`config.mk`:
```
export PLATFORM = sky130hd
export DESIGN_NAME = sd_spi_arbiter
export DESIGN_NICKNAME = d
export VERILOG_FILES = /design/src/rtl/sd_arb_pkg.sv /design/src/rtl/sd_act_timer.sv /design/src/rtl/sd_spi_arbiter.sv
export SDC_FILE = /design/constraint.sdc
export NUM_CORES = 1
export LEC_CHECK = 0
export BUFFER_PORTS_ARGS = -buffer_cell sky130_fd_sc_hd__buf_4
export CAP_MARGIN = 25
export CORE_UTILIZATION = 40
export DETAILED_ROUTE_END_ITERATION = 10
export GPL_TIMING_DRIVEN = 1
export HOLD_SLACK_MARGIN = 0.03
export PLACE_DENSITY = 0.62
export SYNTH_ARGS = -nofsm -noshare
export SYNTH_HDL_FRONTEND = slang
export SYNTH_HIERARCHICAL = 1
export SYNTH_SLANG_ARGS = --single-unit
```
`constraint.sdc`:
```
create_clock -name clk_sys -period 5.38 [get_ports clk_sys]
set_clock_uncertainty 0.1 [all_clocks]
set_input_delay 0.269 -clock clk_sys [delete_from_list [all_inputs] [get_ports clk_sys]]
set_output_delay 0.269 -clock clk_sys [all_outputs]
set_load 0.005 [all_outputs]
```
`src/rtl/sd_arb_pkg.sv`:
```
// rtl/sd_arb_pkg.sv - shared types and default constants for the SD SPI arbiter
package sd_arb_pkg;

    typedef enum logic [1:0] {
        ST_PHYS = 2'd0,
        ST_VIRT = 2'd1,
        ST_PEND = 2'd2
    } arb_state_t;

    localparam int unsigned DEF_ACT_TIMEOUT  = 1000000;
    localparam int unsigned DEF_DRAIN_CYCLES = 16;
    localparam int unsigned DEF_RESET_PULSE  = 64;

endpackage

```
`src/rtl/sd_act_timer.sv`:
```
// rtl/sd_act_timer.sv - edge detector feeding a saturating idle counter; act is high until it saturates
module sd_act_timer #(
    parameter int unsigned TIMEOUT = 1000000,
    parameter int unsigned W       = 2
) (
    input  logic         clk_sys,
    input  logic         reset,
    input  logic [W-1:0] i_data,
    output logic         o_act
);

    localparam int unsigned CW = $clog2(TIMEOUT + 1);
    localparam logic [CW-1:0] C_MAX = CW'(TIMEOUT);

    logic [W-1:0]  r_prev;
    logic [CW-1:0] r_cnt;

    // Any bit changing versus the previous cycle restarts the idle count.
    always_ff @(posedge clk_sys) begin
        if (reset) begin
            r_prev <= i_data;
            r_cnt  <= '0;
        end else begin
            r_prev <= i_data;
            if (i_data != r_prev)
                r_cnt <= '0;
            else if (r_cnt != C_MAX)
                r_cnt <= r_cnt + CW'(1);
        end
    end

    assign o_act = (r_cnt < C_MAX);

endmodule

```
`src/rtl/sd_spi_arbiter.sv`:
```
// rtl/sd_spi_arbiter.sv - shares one SPI master between the physical and virtual SD card, switching only while idle
module sd_spi_arbiter
    import sd_arb_pkg::*;
#(
    parameter int unsigned ACT_TIMEOUT  = DEF_ACT_TIMEOUT,
    parameter int unsigned DRAIN_CYCLES = DEF_DRAIN_CYCLES,
    parameter int unsigned RESET_PULSE  = DEF_RESET_PULSE
) (
    input  logic clk_sys,
    input  logic reset,
    input  logic img_mounted,
    input  logic img_present,
    input  logic reset_after_mount,
    input  logic spi_sck,
    input  logic spi_mosi,
    input  logic spi_ss_n,
    output logic spi_miso,
    output logic phys_sck,
    output logic phys_mosi,
    output logic phys_cs_n,
    input  logic phys_miso,
    output logic vsd_sck,
    output logic vsd_mosi,
    output logic vsd_ss_n,
    input  logic vsd_miso,
    output logic sel_virtual,
    output logic led_user,
    output logic led_disk,
    output logic mount_reset
);

    localparam int unsigned DW = $clog2(DRAIN_CYCLES + 1);
    localparam int unsigned RW = $clog2(RESET_PULSE + 1);
    localparam logic [DW-1:0] C_DRAIN_LAST = DW'(DRAIN_CYCLES - 1);
    localparam logic [RW-1:0] C_PULSE      = RW'(RESET_PULSE);

    arb_state_t    r_state;
    arb_state_t    w_state_next;
    logic          r_target;
    logic          r_sel_virtual;
    logic          w_target_next;
    logic          w_sel_next;
    logic [DW-1:0] r_drain;
    logic [DW-1:0] w_drain_next;
    logic [RW-1:0] r_rst_cnt;
    logic          r_led_user;
    logic          r_led_disk;
    logic          w_miso;
    logic          w_act;

    assign w_target_next = img_mounted ? img_present : r_target;

    always_ff @(posedge clk_sys) begin
        if (reset) begin
            r_state       <= ST_PHYS;
            r_target      <= 1'b0;
            r_sel_virtual <= 1'b0;
            r_drain       <= '0;
        end else begin
            r_state       <= w_state_next;
            r_target      <= w_target_next;
            r_sel_virtual <= w_sel_next;
            r_drain       <= w_drain_next;
        end
    end

    // r_sel_virtual keeps naming the pre-pend owner until the drain completes.
    always_comb begin
        w_state_next = r_state;
        w_sel_next   = r_sel_virtual;
        w_drain_next = '0;
        case (r_state)
            ST_PHYS, ST_VIRT: begin
                if (w_target_next != r_sel_virtual)
                    w_state_next = ST_PEND;
            end
            ST_PEND: begin
                if (img_mounted && (img_present == r_sel_virtual)) begin
                    w_state_next = r_sel_virtual ? ST_VIRT : ST_PHYS;
                end else if (spi_ss_n) begin
                    if (r_drain == C_DRAIN_LAST) begin
                        w_state_next = w_target_next ? ST_VIRT : ST_PHYS;
                        w_sel_next   = w_target_next;
                    end else begin
                        w_drain_next = r_drain + DW'(1);
                    end
                end
            end
            default: w_state_next = ST_PHYS;
        endcase
    end

    // Everything parked while pending, so the owner flip never shows a glitch.
    always_comb begin
        phys_cs_n = 1'b1;
        phys_sck  = 1'b0;
        phys_mosi = 1'b0;
        vsd_ss_n  = 1'b1;
        vsd_sck   = 1'b0;
        vsd_mosi  = 1'b0;
        w_miso    = 1'b1;
        case (r_state)
            ST_PHYS: begin
                phys_cs_n = spi_ss_n;
                phys_sck  = spi_sck;
                phys_mosi = spi_mosi;
                w_miso    = phys_miso;
            end
            ST_VIRT: begin
                vsd_ss_n = spi_ss_n;
                vsd_sck  = spi_sck;
                vsd_mosi = spi_mosi;
                w_miso   = vsd_miso;
            end
            default: ;
        endcase
    end

    assign spi_miso = w_miso;

    always_ff @(posedge clk_sys) begin
        if (reset)
            r_rst_cnt <= '0;
        else if (img_mounted && reset_after_mount)
            r_rst_cnt <= C_PULSE;
        else if (r_rst_cnt != '0)
            r_rst_cnt <= r_rst_cnt - RW'(1);
    end

    assign mount_reset = (r_rst_cnt != '0);

    sd_act_timer #(
        .TIMEOUT (ACT_TIMEOUT),
        .W       (2)
    ) u_act_timer (
        .clk_sys (clk_sys),
        .reset   (reset),
        .i_data  ({spi_mosi, w_miso}),
        .o_act   (w_act)
    );

    always_ff @(posedge clk_sys) begin
        if (reset) begin
            r_led_user <= 1'b0;
            r_led_disk <= 1'b0;
        end else begin
            r_led_user <= r_sel_virtual & w_act;
            r_led_disk <= ~r_sel_virtual & w_act;
        end
    end

    assign sel_virtual = r_sel_virtual;
    assign led_user    = r_led_user;
    assign led_disk    = r_led_disk;

endmodule
```
Word-level counts from Yosys, hierarchy flattened
Cells that the tools add are included.
Widths: inputs -> output; s select.
Cells by class
  add/sub/neg operators: 3
  equality and inequality tests: 10
  magnitude comparators: 1
  bitwise gates (word level): 6
  reduce and logical (&&, ||, !) cells: 11
  multiplexer cells: 17
Operators by type and width (number)
  $add 20x1->20 const B: 1
  $lt 20x20->1 const B: 1
  $ne 20x20->1 const B: 1
  $mux 7: 2
  $mux 1: 9
  $mux 2: 4
  $reduce_bool 7->1: 1
  $sub 7x1->7 const B: 1
  $ne 3x3->1 const B: 2
  $reduce_or 2->1: 3
  $add 5x1->5 const B: 1
  $eq 5x4->1 const B: 1
  $reduce_or 5->1: 1
  $not 1->1: 4
  $pmux 2 s2: 1
  $reduce_and 4->1: 1
  $reduce_and 3->1: 1
  $and 1x1->1: 2
  $eq 2x1->1 const B: 1
  $eq 2x2->1 const B: 1
  $logic_and 1x1->1: 2
  $logic_not 2->1: 1
  $ne 2x2->1: 1
  $ne 2x2->1 const B: 1
  4 further kinds: 4
Storage, ports and cells
  word-level logic and storage cells: 58
  flip-flop bits (word level): 40
  bits of input ports: 10
  output and inout port bits: 11

Longest topological paths before layout
Gate-level depths: netlist (run 1).
  depth after elaboration: 6
  depth in mapped cells: 7
  depth with buffers taken out: 6

Modules after synthesis
The synthesis (run 1) kept the hierarchy.
Modules (own cells, without submodules)
  sd_act_timer: cells each 124, sequential area each 440.4 sq um, area each 1067.3 sq um, instances 1
  sd_spi_arbiter: cells each 88, sequential area each 360.3 sq um, area each 827.0 sq um, instances 1

Worst setup path before layout (run 1)
No wires, ideal clock.
  path type: flip-flop to flip-flop
  start: register r_state[0]
  end: register u_act_timer.r_cnt[10]
  library setup time: 65 ps
  period minus slack after synthesis: 1840 ps
  path buffers: 2
  required time: 5215 ps
  slack: 3540 ps
  arrival time: 1675 ps
  cell stages (with the launch flop): 8
  path through: dfxtp_1 -> nor2b_1 -> a211o_1 -> xor2_1 -> or3_1 -> clkbuf_1 -> clkbuf_1 -> nor2_1
On the way
  longest elaborated chain between the ends: 4
  elaborated cells between the ends (all ways): 5
  classes of those cells: 2 x eq/ne; 1 x mux; 2 x reduce/logical
RTL lines
  start, declared: RTL line sd_spi_arbiter.sv:37  | arb_state_t r_state;
  start signal, assigned: RTL line sd_spi_arbiter.sv:60  | r_state <= w_state_next;
  $eq 2x1->1 or $logic_not 2->1 (tied branches): RTL line sd_spi_arbiter.sv:102  | case (r_state)
  $pmux 1 s2 *: RTL line sd_spi_arbiter.sv:102
  named net spi_miso: RTL line sd_spi_arbiter.sv:17  | output logic spi_miso,
  $ne 2x2->1 *: RTL line sd_act_timer.sv:25  | if (i_data != r_prev)
  $reduce_or 2->1 (no line) *
  end signal, assigned: RTL line sd_act_timer.sv:28  | r_cnt <= r_cnt + CW'(1);
  end, declared: RTL line sd_act_timer.sv:16  | logic [CW-1:0] r_cnt;
The timed path passes the listed nets; every way through them passes the cells marked *.
A chain may end at the register's enable or synchronous reset.

Final worst setup path (run 1)
  start: register r_rst_cnt[0]
  end: output mount_reset
On the way
  longest elaborated chain between the ends: 1
RTL lines
  start, declared: RTL line sd_spi_arbiter.sv:45  | logic [RW-1:0] r_rst_cnt;
  start signal, assigned: RTL line sd_spi_arbiter.sv:127  | r_rst_cnt <= r_rst_cnt - RW'(1);
  $reduce_bool 7->1: RTL line sd_spi_arbiter.sv:130  | assign mount_reset = (r_rst_cnt != '0);
  end, declared: RTL line sd_spi_arbiter.sv:29  | output logic mount_reset
Every way passes these cells.

==> run metrics, run 1 <==
outcome completed; Slew Viols, Final 0; final hold viol count 0; row count 24; Nets 249; Crit path arrival time 1.82 ns; maxcap violations 0; Slew HR 0.608; initial core utilization 0.426; die area 0.00501 mm²; Skew-Pair Late Insertion Delay 0.29 ns; area grow syn2layout 15.5%; critical path capture point type output port; cell leakage power 0.812 nW; final setup fails 0; Die H approximately 71 µm; CP Class reg -> out; largest net degree at the start of global routing 19; clk buf depth 2; VDD IR max 0.146 mV; Non-Filler Instances 287; sequential area share after synthesis 0.423; mapped cell area 0.00189 mm²; CTS Root Cell clkbuf_8; ys async rst share 0; CTS tree done; worst-path fanout max 5; fill count 448; drt first pass iters 4; worst slew pin tran 0.588 ns; Netlist cell types 43; Post-CTS Setup Inserts 0; element type at the critical path start flip-flop; layout cells sized above 1 0.149; detailed placement HPWL 2470 µm; die width 70.8 µm; Antenna Cells 0; Vias/cell 5.16; CTS Buf Count 5; DR WL/cell 12.0 µm; remaining global-route overflow 0; Final Cycle Share 0.407; via count 1480; GPL Wtd Cong 0.807; CTS sink count 40; Ys Warns 6; storage element area 801 µm²; Worst EP required 5.01 ns; global-route wire length before repair 6150 µm; Top Ports 21; Tmin final 2.19 ns; design area 0.00219 mm²; Placed Instances 278; multi-input combinational cell area 0.00102 mm²; Post-synth EDFFs 0; Power Density 315 mW/mm²; HP Class in -> reg; dpl cell area 0.00208 mm²; RSZ-0062 raised after global routing false; drt total wl 3450 µm; Post-Route Setup TNS 0 ns; Global Route Usage Sum 0.155; Core Area about 0.0044 mm²; clock-pin slew on the worst setup and hold paths 0.08 ns; first-iteration detailed-routing DRC count 74; Mapped Cells 212; syn avg cell area 8.94 µm²; overall power 0.689 mW; FF+latch count, synth 40; DR DRC count 0; vias in the first global route 1369; syn_nets 227; R2R setup slack 3.33 ns; Final ANT Viol Nets 0; Top FF cell, synth dfxtp_1; port bufs 20; initial antenna violation count 0; FMAX 457 MHz; htree depth 2
## power breakdown
group          internal (mW)  leakage (nW)  switching (mW)
sequential             0.319         0.325          0.0191
clock                  0.102        0.0510           0.102
combinational         0.0784         0.436          0.0674
total                  0.500         0.812           0.189
## per-stage QoR
step                      utilization  hold slack (ns)  setup slack, ns
final                           0.492            0.134             3.19
after global routing            0.492            0.131             3.10
after CTS                       0.492            0.128             3.17
after detailed placement        0.469            0.302             3.31
after global placement          0.469            0.302             3.35
after floorplan                     -            0.197             3.54
## critical path, stage by stage (launching register included)
cell     delay, ns
dfxtp_1       0.32
inv_1         0.08
ha_1          0.17
or3b_4        0.42
or3_4         0.40
buf_4         0.14
## metal layers
layer,vias up,global-route usage,part of all wire
met4,0,0.0733,0.016
met5,-,0,0
met3,6,0.0385,0.030
met2,19,0.230,0.43
met1,671,0.212,0.52
li1,784,-,-
## final cells by class
type | instances | share of cell area
flip-flops and latches | 40 | 0.366
clock buffers | 6 | 0.0378
well taps | 52 | 0.0297
multi-input cells | 154 | 0.468
clock inverters | 2 | 0.00458
repair buffers | 21 | 0.0732
inverters | 12 | 0.0206
## Yosys cell counts (6+ instances only)
master | number | area share
a21oi_1 | 10 | 0.026
dfxtp_1 | 40 | 0.42
inv_1 | 12 | 0.024
nand2_1 | 14 | 0.028
nand3_1 | 9 | 0.024
nor2_1 | 22 | 0.044
nor2b_1 | 6 | 0.020
or3_1 | 8 | 0.026
xnor2_1 | 11 | 0.051
xor2_1 | 10 | 0.046
## kinds of logic after synthesis
kind of cell	share of synthesized area
fa+ha+maj	0.0330
compound gates	0.108
flops	0.423
xor+xnor	0.0971
buf+inv	0.0370
mux	0.0218
simple gates	0.281
## state kept, by name, indices dropped and copies added (netlist names)
register and count:
u_act_timer/r_prev 2, r_rst_cnt 7, u_act_timer/r_cnt 20, led_disk 1, r_drain 5, led_user 1
r_target 1, sel_virtual 1, r_state 2
## path summary, 6_finish.rpt
kind,startpoint,endpoint,cells past startpoint
max,r_rst_cnt[0]$_SDFFE_PP0P_,mount_reset,5
min,reset,r_rst_cnt[6]$_SDFFE_PP0P_,2
max reg2reg,u_act_timer/r_cnt[2]$_SDFFE_PP0N_,u_act_timer/r_cnt[17]$_SDFFE_PP0N_,4
min reg2reg,r_drain[0]$_SDFF_PP0_,r_drain[0]$_SDFF_PP0_,1
## cells in the final DEF, fill, tap and decap left out, drive strengths merged, types with 2 or more instances in the layout
cell type / instances
a211o: 2
o211ai: 2
xnor2: 11
and3: 2
or3: 10
ha: 5
buf: 20
nand2: 14
or4: 3
nor4: 6
inv: 12
and4: 2
nor3b: 4
xor2: 10
dfxtp: 40
nor2: 22
clkinv: 2
o21ai: 5
o31a: 2
nand4: 3
o31ai: 3
and2: 2
clkbuf: 6
nor2b: 6
a21o: 2
nor3: 4
mux2i: 3
a21oi: 10
nand3: 9
## repair_timing
item                                   4_1_cts  5_1_grt
gates resized for setup                      0        0
endpoints found under the hold margin        1        0
hold buffers                                 1        0
No activity file was read; power rests on OpenSTA's default activity.
==> inputs of run 2 (changes only) <==
--- a/config.mk
+++ b/config.mk
@@ -5,13 +5,14 @@
 export SDC_FILE = /design/constraint.sdc
 export NUM_CORES = 1
 export LEC_CHECK = 0
+export ABC_AREA = 1
 export BUFFER_PORTS_ARGS = -buffer_cell sky130_fd_sc_hd__buf_4
 export CAP_MARGIN = 25
 export CORE_UTILIZATION = 40
 export DETAILED_ROUTE_END_ITERATION = 10
 export GPL_TIMING_DRIVEN = 1
 export HOLD_SLACK_MARGIN = 0.03
-export PLACE_DENSITY = 0.62
+export PLACE_DENSITY = 0.64
 export SYNTH_ARGS = -nofsm -noshare
 export SYNTH_HDL_FRONTEND = slang
 export SYNTH_HIERARCHICAL = 1
==> constraint.sdc (replaced) <==
create_clock -name clk_sys -period 1.8 [get_ports clk_sys]
set_clock_uncertainty 0.1 [all_clocks]
set_input_delay 0.09 -clock clk_sys [delete_from_list [all_inputs] [get_ports clk_sys]]
set_output_delay 0.09 -clock clk_sys [all_outputs]
set_load 0.005 [all_outputs]
==> run metrics, run 2 <==
worst slew pin tran between 0.2 and 0.3 ns; htree depth 2; first-iteration detailed-routing DRC count 105; vias in the first global route between 1.5k and 2k; Tmin final 1.80 ns; Skew-Pair Late Insertion Delay 0.29 ns; remaining global-route overflow 0; syn avg cell area 6.91 µm²; drt total wl 4320 µm; Vias/cell 4.69; final hold viol count 0; FF+latch count, synth 40; mapped cell area about 0.0021 mm²; Top reg by flops u_act_timer/r_cnt; layout cells sized above 1 0.229; Final ANT Viol Nets 0; outcome finished, violations left; ys async rst share 0; cell leakage power 1.08 nW; Power Density 902 mW/mm²; worst-path fanout max 8; hold depth 3; area grow syn2layout 25.8%; Ys Warns 6; Global Route Usage Sum 0.165; Worst EP required just under 2 ns; DR WL/cell just over 10 µm; Nets around 360; global-route wire length before repair around 7000 µm; failing checks negative setup slack; Crit path arrival time roughly 1.9 ns; max reg flops 20; via count 1968; drt first pass iters 4; cell with the most instances after synthesis nand2_1; die area 0.00560 mm²; Die H 74.8 µm; VDD IR max 0.493 mV; fill count 519; FMAX 555 MHz; CP Class reg -> reg; worst setup slack after layout -0.000756 ns; Reg-to-Reg Start r_state[0]$_SDFFE_PP0P_; biggest regs u_act_timer/r_cnt (20), r_rst_cnt (7), r_drain (5); Core Area 0.00511 mm²; slowest stage delay, CP ~0.37 ns; port bufs 20; Synth area leader dfxtp_1; most used cell, CP inv_2; die width 74.8 µm; min-delay src spi_ss_n; final setup fails 1; Antenna Cells 0; detailed placement HPWL 3170 µm; critical path, cell by cell inv_2, nor2_4, inv_2, o22a_1, a21oi_1, nand2_1, nor2_2, buf_12, buf_8, buf_6, nand2_2, nor2_1; commonest cells after routing, fill and taps aside nand2_1, nor2_1, inv_1; Netlist cell types 30; Worst setup startpoint r_state[0]$_SDFFE_PP0P_; commonest non-fill, non-tap cell in the layout nand2_1; initial core utilization 0.415; CTS tree done; CTS sink count 40; syn_nets 322; Reg2Reg Depth 12; HP Class in -> reg; sequential area share after synthesis 0.377; Final Cycle Share 1.00; share of the synthesized area in the top cell type 0.377; CTS Root Cell clkbuf_8; GPL Wtd Cong 0.828; clock-pin slew on the worst setup and hold paths 0.08 ns; Slew HR 0.821; critical path capture point type flip-flop; initial antenna violation count 0; Slew Viols, Final 0; overall power roughly 2.4 mW; Slowest cell on crit path dfxtp_4; top cells by count, synth nand2_1, nor2_1, inv_1; element type at the critical path start flip-flop; synth top area cells dfxtp_1, nand2_1, nor2_1, inv_1, a21oi_1; row count 26; CTS Buf Count 5; maxcap violations 0; largest net degree at the start of global routing 16; Mapped Cells 307; Top Ports 21; final hold slack 0.0572 ns; Post-synth EDFFs 0; RSZ-0062 raised after global routing true; clk buf depth 2; DR DRC count 0; Top FF cell, synth dfxtp_1
-- run 2: logic make-up (layout without fill, tap and decap cells) --
logic type | Yosys count | count (layout) | share of synthesized area
compound gates | 40 | 40 | 0.0996
xor+xnor | 5 | 5 | 0.0206
fa+ha+maj | 5 | 5 | 0.0295
buf+inv | 51 | 94 | 0.0920
flops | 40 | 40 | 0.377
simple gates | 166 | 166 | 0.381
-- run 2: where the power goes --
part | internal (mW) | switching (mW)
clock | 0.410 | 0.328
combinational | 0.299 | 0.326
sequential | 0.969 | 0.0749
-- run 2: area by class of cell --
| cell class | count | area, µm² | area share |
|---|---|---|---|
| tap | 70 | 87.6 | 0.0328 |
| clock buffer | 5 | 68.8 | 0.0258 |
| sequential | 40 | 808 | 0.303 |
| timing repair buffer | 36 | 312 | 0.117 |
| multi-input combinational | 216 | 1160 | 0.434 |
| inverter | 50 | 191 | 0.0717 |
| clock inverter | 3 | 42.5 | 0.0159 |
-- run 2: through the flow --
stage                     worst slack (ns)   util  area [µm²]  cells   TNS (ns)
final                            -0.000756  0.523        2670    420  -0.000756
after global routing               -0.0950  0.523        2670    420     -0.931
after CTS                          0.00742  0.503        2570    414          0
after detailed placement            0.0141  0.467        2390    399          0
after global placement              0.0925  0.467        2390    399          0
after floorplan                      0.143      -        2120    307          0
-- run 2: worst max-delay path, delay by kind of cell (launching register included) --
| kind | cells | cell delay, ns |
|---|---|---|
| buffers and inverters | 5 | 0.46 |
| flip-flops | 1 | 0.37 |
| AO/OA/AOI/OAI | 2 | 0.35 |
| AND/OR/NAND/NOR | 5 | 0.47 |
-- run 2: per-layer routing --
metal / part of all wire / global-route usage
met1: 0.51 / 0.223
met4: 0.0097 / 0.0566
met2: 0.45 / 0.257
met3: 0.029 / 0.0402
met5: 0 / 0
-- run 2: path summary, 6_finish.rpt --
path | slack [ns] | to
worst min register to register | 0.36 | r_drain[0]$_SDFF_PP0_
worst min-delay path | 0.06 | r_drain[4]$_SDFF_PP0_
worst max register to register | -0.0008 | u_act_timer/r_cnt[1]$_SDFFE_PP0N_
worst max-delay path | -0.0008 | u_act_timer/r_cnt[1]$_SDFFE_PP0N_
-- run 2: what timing repair did --
action,4_1_cts,5_1_grt
hold buffers,7,0
setup buffers,0,6
endpoints found under the hold margin,7,0
gates resized for setup,0,24
setup endpoints to repair,0,15
